$ cat config.mk
export PLATFORM = sky130hd
export DESIGN_NAME = seg7_scan_driver
export DESIGN_NICKNAME = d
export VERILOG_FILES = /design/src/rtl/seg7_scan_driver.sv
export SDC_FILE = /design/constraint.sdc
export NUM_CORES = 1
export LEC_CHECK = 0
export ABC_AREA = 1
export BUFFER_PORTS_ARGS = -buffer_cell sky130_fd_sc_hd__buf_2
export CORE_MARGIN = 4
export CORE_UTILIZATION = 50
export CTS_CLUSTER_SIZE = 16
export DETAILED_ROUTE_END_ITERATION = 10
export PLACE_DENSITY = 0.82
export SYNTH_ARGS = -nofsm -noshare
export SYNTH_HDL_FRONTEND = slang
export SYNTH_SLANG_ARGS = --single-unit
$ cat constraint.sdc
create_clock -name clk -period 1.4 [get_ports clk]
set_input_delay 0.14 -clock clk [delete_from_list [all_inputs] [get_ports clk]]
set_output_delay 0.14 -clock clk [all_outputs]
set_load 0.05 [all_outputs]
$ cat src/rtl/seg7_scan_driver.sv
// Multiplexed 4-digit 7-segment scanner for a 3-digit BCD value plus a unit slot.
// Define SEG7_UNIT_EN to show a Celsius 'C' in slot 3; otherwise that slot is blank.
module seg7_scan_driver #(
   parameter int REFRESH_DIV = 50000
) (
   input  logic        clk,
   input  logic        rst,
   input  logic [11:0] Y,
   input  logic        load,
   output logic [3:0]  an,
   output logic [6:0]  seg,
   output logic        dp
);

   localparam int CNT_W = (REFRESH_DIV > 1) ? $clog2(REFRESH_DIV) : 1;
   localparam logic [CNT_W-1:0] CNT_MAX = CNT_W'(REFRESH_DIV - 1);

   localparam logic [6:0] SEG_BLANK = 7'b1111111;
   localparam logic [6:0] SEG_DASH  = 7'b0111111;
`ifdef SEG7_UNIT_EN
   localparam logic [6:0] SEG_UNIT  = 7'b1000110;
`else
   localparam logic [6:0] SEG_UNIT  = SEG_BLANK;
`endif

   logic [CNT_W-1:0] cnt_q, cnt_d;
   logic [1:0]       idx_q, idx_d;
   logic [1:0]       slot_q, slot_d;
   logic             upd_q, upd_d;
   logic [11:0]      shadow_q, shadow_d;
   logic [11:0]      disp_q, disp_d;
   logic [3:0]       an_q, an_d;
   logic [6:0]       seg_q, seg_d;
   logic             dp_q, dp_d;

   logic             tick;
   logic [3:0]       hund, tens, units;
   logic             hund_blank, tens_blank;
   logic [6:0]       slot_seg;

   function automatic logic [6:0] digit_to_seg(input logic [3:0] digit);
      case (digit)
         4'd0:    return 7'b1000000;
         4'd1:    return 7'b1111001;
         4'd2:    return 7'b0100100;
         4'd3:    return 7'b0110000;
         4'd4:    return 7'b0011001;
         4'd5:    return 7'b0010010;
         4'd6:    return 7'b0000010;
         4'd7:    return 7'b1111000;
         4'd8:    return 7'b0000000;
         4'd9:    return 7'b0010000;
         default: return SEG_DASH;
      endcase
   endfunction

   assign tick = (cnt_q == CNT_MAX);

   // Prescaler, slot index and the shadow/display pair; the display only changes
   // on the wrap tick so one frame always shows a single captured value.
   always_comb begin
      cnt_d    = tick ? '0 : cnt_q + CNT_W'(1);
      idx_d    = tick ? idx_q + 2'd1 : idx_q;
      slot_d   = tick ? idx_q : slot_q;
      upd_d    = tick;
      shadow_d = load ? Y : shadow_q;
      disp_d   = (tick && (idx_q == 2'd3)) ? shadow_q : disp_q;
   end

   always_comb begin
      hund       = disp_q[11:8];
      tens       = disp_q[7:4];
      units      = disp_q[3:0];
      hund_blank = (hund == 4'd0);
      tens_blank = hund_blank && (tens == 4'd0);
      case (slot_q)
         2'd0:    slot_seg = digit_to_seg(units);
         2'd1:    slot_seg = tens_blank ? SEG_BLANK : digit_to_seg(tens);
         2'd2:    slot_seg = hund_blank ? SEG_BLANK : digit_to_seg(hund);
         default: slot_seg = SEG_UNIT;
      endcase
   end

   // Outputs refresh one cycle after the tick and hold until the next one, so
   // they stay dark after reset until the first slot is due.
   always_comb begin
      an_d  = an_q;
      seg_d = seg_q;
      dp_d  = 1'b1;
      if (upd_q) begin
         an_d  = ~(4'b0001 << slot_q);
         seg_d = slot_seg;
      end
   end

   always_ff @(posedge clk or posedge rst) begin
      if (rst) begin
         cnt_q    <= '0;
         idx_q    <= 2'd0;
         slot_q   <= 2'd0;
         upd_q    <= 1'b0;
         shadow_q <= 12'h000;
         disp_q   <= 12'h000;
         an_q     <= 4'b1111;
         seg_q    <= SEG_BLANK;
         dp_q     <= 1'b1;
      end else begin
         cnt_q    <= cnt_d;
         idx_q    <= idx_d;
         slot_q   <= slot_d;
         upd_q    <= upd_d;
         shadow_q <= shadow_d;
         disp_q   <= disp_d;
         an_q     <= an_d;
         seg_q    <= seg_d;
         dp_q     <= dp_d;
      end
   end

   assign an  = an_q;
   assign seg = seg_q;
   assign dp  = dp_q;

endmodule

### After elaboration in Yosys (flattened, before gate mapping)

Memory sizes are Yosys's and may differ from the RTL's.
Cells that the tools add are included.

* memories: 3
* ROM bits: 336
* bits of input ports: 15
* bits in writable memories: 0
* logic and storage cells: 28
* output and inout bits: 12
* latch bits: 0
* flip-flop bits (word level): 56

* bitwise logic cells: 1
* add/sub/neg operators: 2
* $mul: 0
* eq/ne operators: 4
* multiplexer cells: 4
* div/mod/pow operators: 0
* reductions and logical operators: 5
* magnitude comparators: 0
* shift-type cells: 1

Memories
* (name not given): words 16, width 7, read ports 1, clocked after Yosys merged registers in 0, wr ports 0, line 42 `case (digit)`
* (name not given): words 16, width 7, read ports 1, clocked after Yosys merged registers in 0, wr ports 0, line 42
* (name not given): words 16, width 7, read ports 1, clocked after Yosys merged registers in 0, wr ports 0, line 42

Operators by type and width (number)
* 7-bit one-hot mux with 3 select lines: 1
* 16-bit by 1-bit adder with 16-bit output, second input constant: 1
* 16-bit == test, second input constant: 1
* 16-bit 2-to-1 mux: 1
* 7-bit 2-to-1 mux: 2
* 4-bit logical NOT: 2
* 2-bit == test, second input constant: 2
* 4-bit NOT: 1
* 1-bit by 2-bit << shifter with 4-bit output, first input constant: 1
* 2-bit by 1-bit adder with 2-bit output, second input constant: 1
* 2-bit by 1-bit == test with 1-bit output, second input constant: 1
* 1-bit logical AND: 2
* 2-bit logical NOT: 1

### Longest topological paths before layout

* word-level depth: 4
* gate-level depth with buffers: 10
* gate-level depth less buffers: 10

### Worst setup path before layout

Ideal clock, no wire load.

* path kind: reg2reg
* start point: register cnt_q[0]
* end point: register disp_q[3]
* arrival: 1246 ps
* buffers on the path: 1
* data required time: 1277 ps
* path slack: 31 ps
* cell stages (with the launch flop): 8
* setup time: 123 ps
* clock period less this slack: 1369 ps
* cell sequence: dfrtp_1 ha_1 nand3_1 nor2_1 nand2_4 nor2_8 buf_6 o21ai_2

* word-level cells in the longest chain between the ends: 2

RTL lines
* start: declaration: line 26 `logic [CNT_W-1:0] cnt_q, cnt_d;`
* start signal: assignment: line 108 `cnt_q <= cnt_d;`
* 16-bit == test: line 57 `assign tick = (cnt_q == CNT_MAX);`
* 1-bit logical AND: line 67 `disp_d = (tick && (idx_q == 2'd3)) ? shadow_q : disp_q;`
* end signal: assignment: line 113 `disp_q <= disp_d;`
* end: declaration: line 31 `logic [11:0] disp_q, disp_d;`

No other way between the ends.
A chain may end at the register's enable or synchronous reset.

### Final worst setup path

* start point: register cnt_q[1]
* end point: register disp_q[5]

The elaborated chain is that of the path after synthesis.

==> impl_metrics.json <==
{
  "crit_start": "cnt_q[1]$_DFF_PP0_",
  "insertion_delay_ns": 0.31,
  "antenna_found_initial": 0,
  "die_x_um": 87.5,
  "r2r-start": "cnt_q[1]$_DFF_PP0_",
  "crit_path_top_delay_cell": "dfrtp_1",
  "cts-root-buf": "clkbuf_8",
  "vias": 2804,
  "worst_slew_pin_slew_ns": 0.566,
  "cts_buffer_depth": 2,
  "core_um2": 6030,
  "grt_pass1_vias": 2613,
  "arrival_ns": 1.72,
  "wirelength_um": 8010,
  "synth_seq_cells": 56,
  "swShare_pct": 23.1,
  "viasPerCell": 5.35,
  "comb_power_share_pct": 4.2,
  "die-area_um2": 7650,
  "yosysSeqAreaShare_pct": 44.8,
  "cts_htree_levels": 2,
  "crit_chain": "ha_2 -> nand3_4 -> nor2_4 -> nand2_4 -> nor2_8 -> buf_12 -> nand2_1 -> o21ai_2",
  "cts_tree": "done",
  "dpl_cell_area_um2": 3530,
  "n_antenna_cell": 0,
  "relSlewSlack_pct": 62.2,
  "drive_gt1_share_pct": 41.0,
  "critPathRequiredTime_ns": 1.63,
  "yosys_warnings": 0,
  "critical_path_class": "reg2reg",
  "dp_hpwl_um": 4800,
  "reg2reg_depth": 8,
  "r2r_end": "disp_q[5]$_DFFE_PP0P_",
  "drc": 0,
  "power.leakage_nw": 2.01,
  "synth_cells": 385,
  "hold_viol_final": 0,
  "synth.avg_cell_area_um2": 8.20,
  "slowest_delay_ns": 0.38,
  "setup.worst_path.start_class": "flop",
  "finalCritPeriodShare_pct": 106,
  "synth_area_um2": 3160,
  "internal_power_mw": 2.07,
  "hold_class": "in2reg",
  "setup_tns_ns": -0.644,
  "antenna_left": 0,
  "row_count": 28,
  "worst_hold_slack_ns": 0.0594,
  "io_buffers": 25,
  "post-route-util_pct": 66.7,
  "rsz0062_at_grt": "true",
  "power_frac_seq_pct": 62.3,
  "reg2reg_slack_ns": -0.09,
  "numCtsBuffers": 5,
  "start_util_pct": 52.4,
  "drtIter0Drc": 352,
  "clock_power_share_pct": 33.5,
  "min_period_ns": 1.49,
  "area_growth_pct": 27.3,
  "endpoint_kind": "flop",
  "cts.sinks": 56,
  "finalSetupViolCount": 18,
  "final.setup.worst_slack_ns": -0.0878,
  "switchingPower_mw": 0.619,
  "endpoint": "disp_q[5]$_DFFE_PP0P_",
  "vdd_drop_max_mv": 0.542,
  "max_cap_viol_count": 0,
  "worstPathMaxFanout": 12,
  "track_usage_pct": 19.3,
  "slew_viol_final": 0,
  "grt_max_degree": 26,
  "violations": "negative setup slack",
  "die_h_um": 87.5,
  "wl_per_cell_um": 15.3,
  "status": "finished, violations left",
  "layout_commonest_cell": "nand2_1",
  "grt_pass1_wl_um": 11800,
  "synthDistinctLibCells": 32,
  "final_cell_mix": "nand2_1, nor2_1, dfrtp_1, inv_1, buf_4",
  "gp_congestion": 0.865,
  "nets": 481,
  "clock_skew_ns": 0.0116,
  "power.density_nw_per_um2": 668,
  "syn_nets": 418,
  "path_clk_slew_ns": 0.10,
  "fin_area_um2": 4020,
  "max_freq_mhz": 672,
  "gr-total-overflow": 0,
  "ioPinCount": 27,
  "first_pass_iters": 7
}
[metrics by stage]
stage	cells	worst slack, ns	power [mW]
2_1_floorplan	385	0.0313	1.77
3_3_place_gp	501	0.0213	1.81
3_5_place_dp	501	-0.0572	1.82
4_1_cts	515	-0.0115	2.72
5_1_grt	524	-0.202	2.79
6_report	524	-0.0878	2.69
[metal layers]
| metal | vias up | global-route usage [%] | share of wire [%] |
|---|---|---|---|
| met2 | 145 | 32.3 | 48 |
| met3 | 37 | 2.84 | 6.3 |
| met1 | 1287 | 25.9 | 43 |
| li1 | 1335 | - | - |
| met4 | 0 | 5.72 | 3.4 |
| met5 | - | 0 | 0 |
[synth_stat cells]
cell      count  area [µm²]
a21oi_1       8        40.0
a31oi_1       1        6.26
and3_2        1        7.51
buf_2         3        15.0
buf_4         1        7.51
buf_6         2        22.5
clkinv_1      1        3.75
conb_1        1        3.75
dfrtp_1      45        1130
dfstp_2      11         289
ha_1         18         225
inv_1        45         169
inv_2         3        11.3
mux2_2       12         135
nand2_1     101         379
nand2_2       2        12.5
nand2_4       1        11.3
nand3_1      21         105
nand3_2       1        10.0
nand4_1       6        37.5
nor2_1       53         199
nor2_2        2        12.5
nor2_4        1        11.3
nor2_8        1        20.0
nor3_1        3        15.0
o21ai_0      16        80.1
o21ai_1       2        10.0
o21ai_2      10        87.6
o21bai_1      1        7.51
or2_2         3        18.8
xnor2_1       1        8.76
xor2_1        8        70.1
[layout make-up]
cell class	count	area, µm²
timing repair buffer	62	473
tap	75	93.8
clock inverter	3	22.5
sequential	56	1420
inverter	49	199
fill	424	2010
clock buffer	5	68.8
multi-input combinational	274	1740
[power by group through the flow]
stage | logic, mW | clock network (mW) | registers [mW]
finish | 0.112 | 0.899 | 1.67
global route | 0.127 | 0.989 | 1.68
CTS | 0.115 | 0.928 | 1.67
detailed placement | 0.113 | 0 | 1.70
global placement | 0.107 | 0 | 1.70
floorplan | 0.0726 | 0 | 1.70
[how the worst min path moves through the flow]
stage,start,cells after the start,endpoint
after floorplan,rst,1,cnt_q[0]$_DFF_PP0_
after global placement,rst,2,shadow_q[0]$_DFFE_PP0P_
after detailed placement,rst,2,shadow_q[1]$_DFFE_PP0P_
after CTS,Y[8],2,shadow_q[8]$_DFFE_PP0P_
after global routing,Y[6],2,shadow_q[6]$_DFFE_PP0P_
final,Y[6],2,shadow_q[6]$_DFFE_PP0P_
[state kept, by name (all words and copies together) (netlist names)]
name / flops
cnt_q: 16
disp_q: 12
shadow_q: 12
seg: 7
an: 4
idx_q: 2
slot_q: 2
upd_q: 1
[cells by family after synthesis]
family / Yosys count / share of synthesized area, %
AO/OA/AOI/OAI: 38 / 7.33
XOR/XNOR: 9 / 2.50
adder cells (fa/ha/maj): 18 / 7.13
buffers and inverters: 55 / 7.25
flip-flops: 56 / 44.8
multiplexers: 12 / 4.28
other: 1 / 0.119
AND/OR/NAND/NOR: 196 / 26.6
[critical path, delay by kind of cell (launching register included)]
kind | cells | cell delay [ns]
buffers and inverters | 1 | 0.15
DFF | 1 | 0.38
AOI/OAI and AO/OA | 1 | 0.08
and+or+nand+nor | 5 | 0.57
adders and majority gates | 1 | 0.22
[timing repair]
item	4_1_cts	5_1_grt
hold buffers	1	0
endpoints found under the setup margin	22	30
resized for setup	16	77
buffers inserted	4	9
pin swaps	4	37
endpoints found under the hold margin	12	0
gates cloned	1	0
No activity file was read; power rests on OpenSTA's default activity.
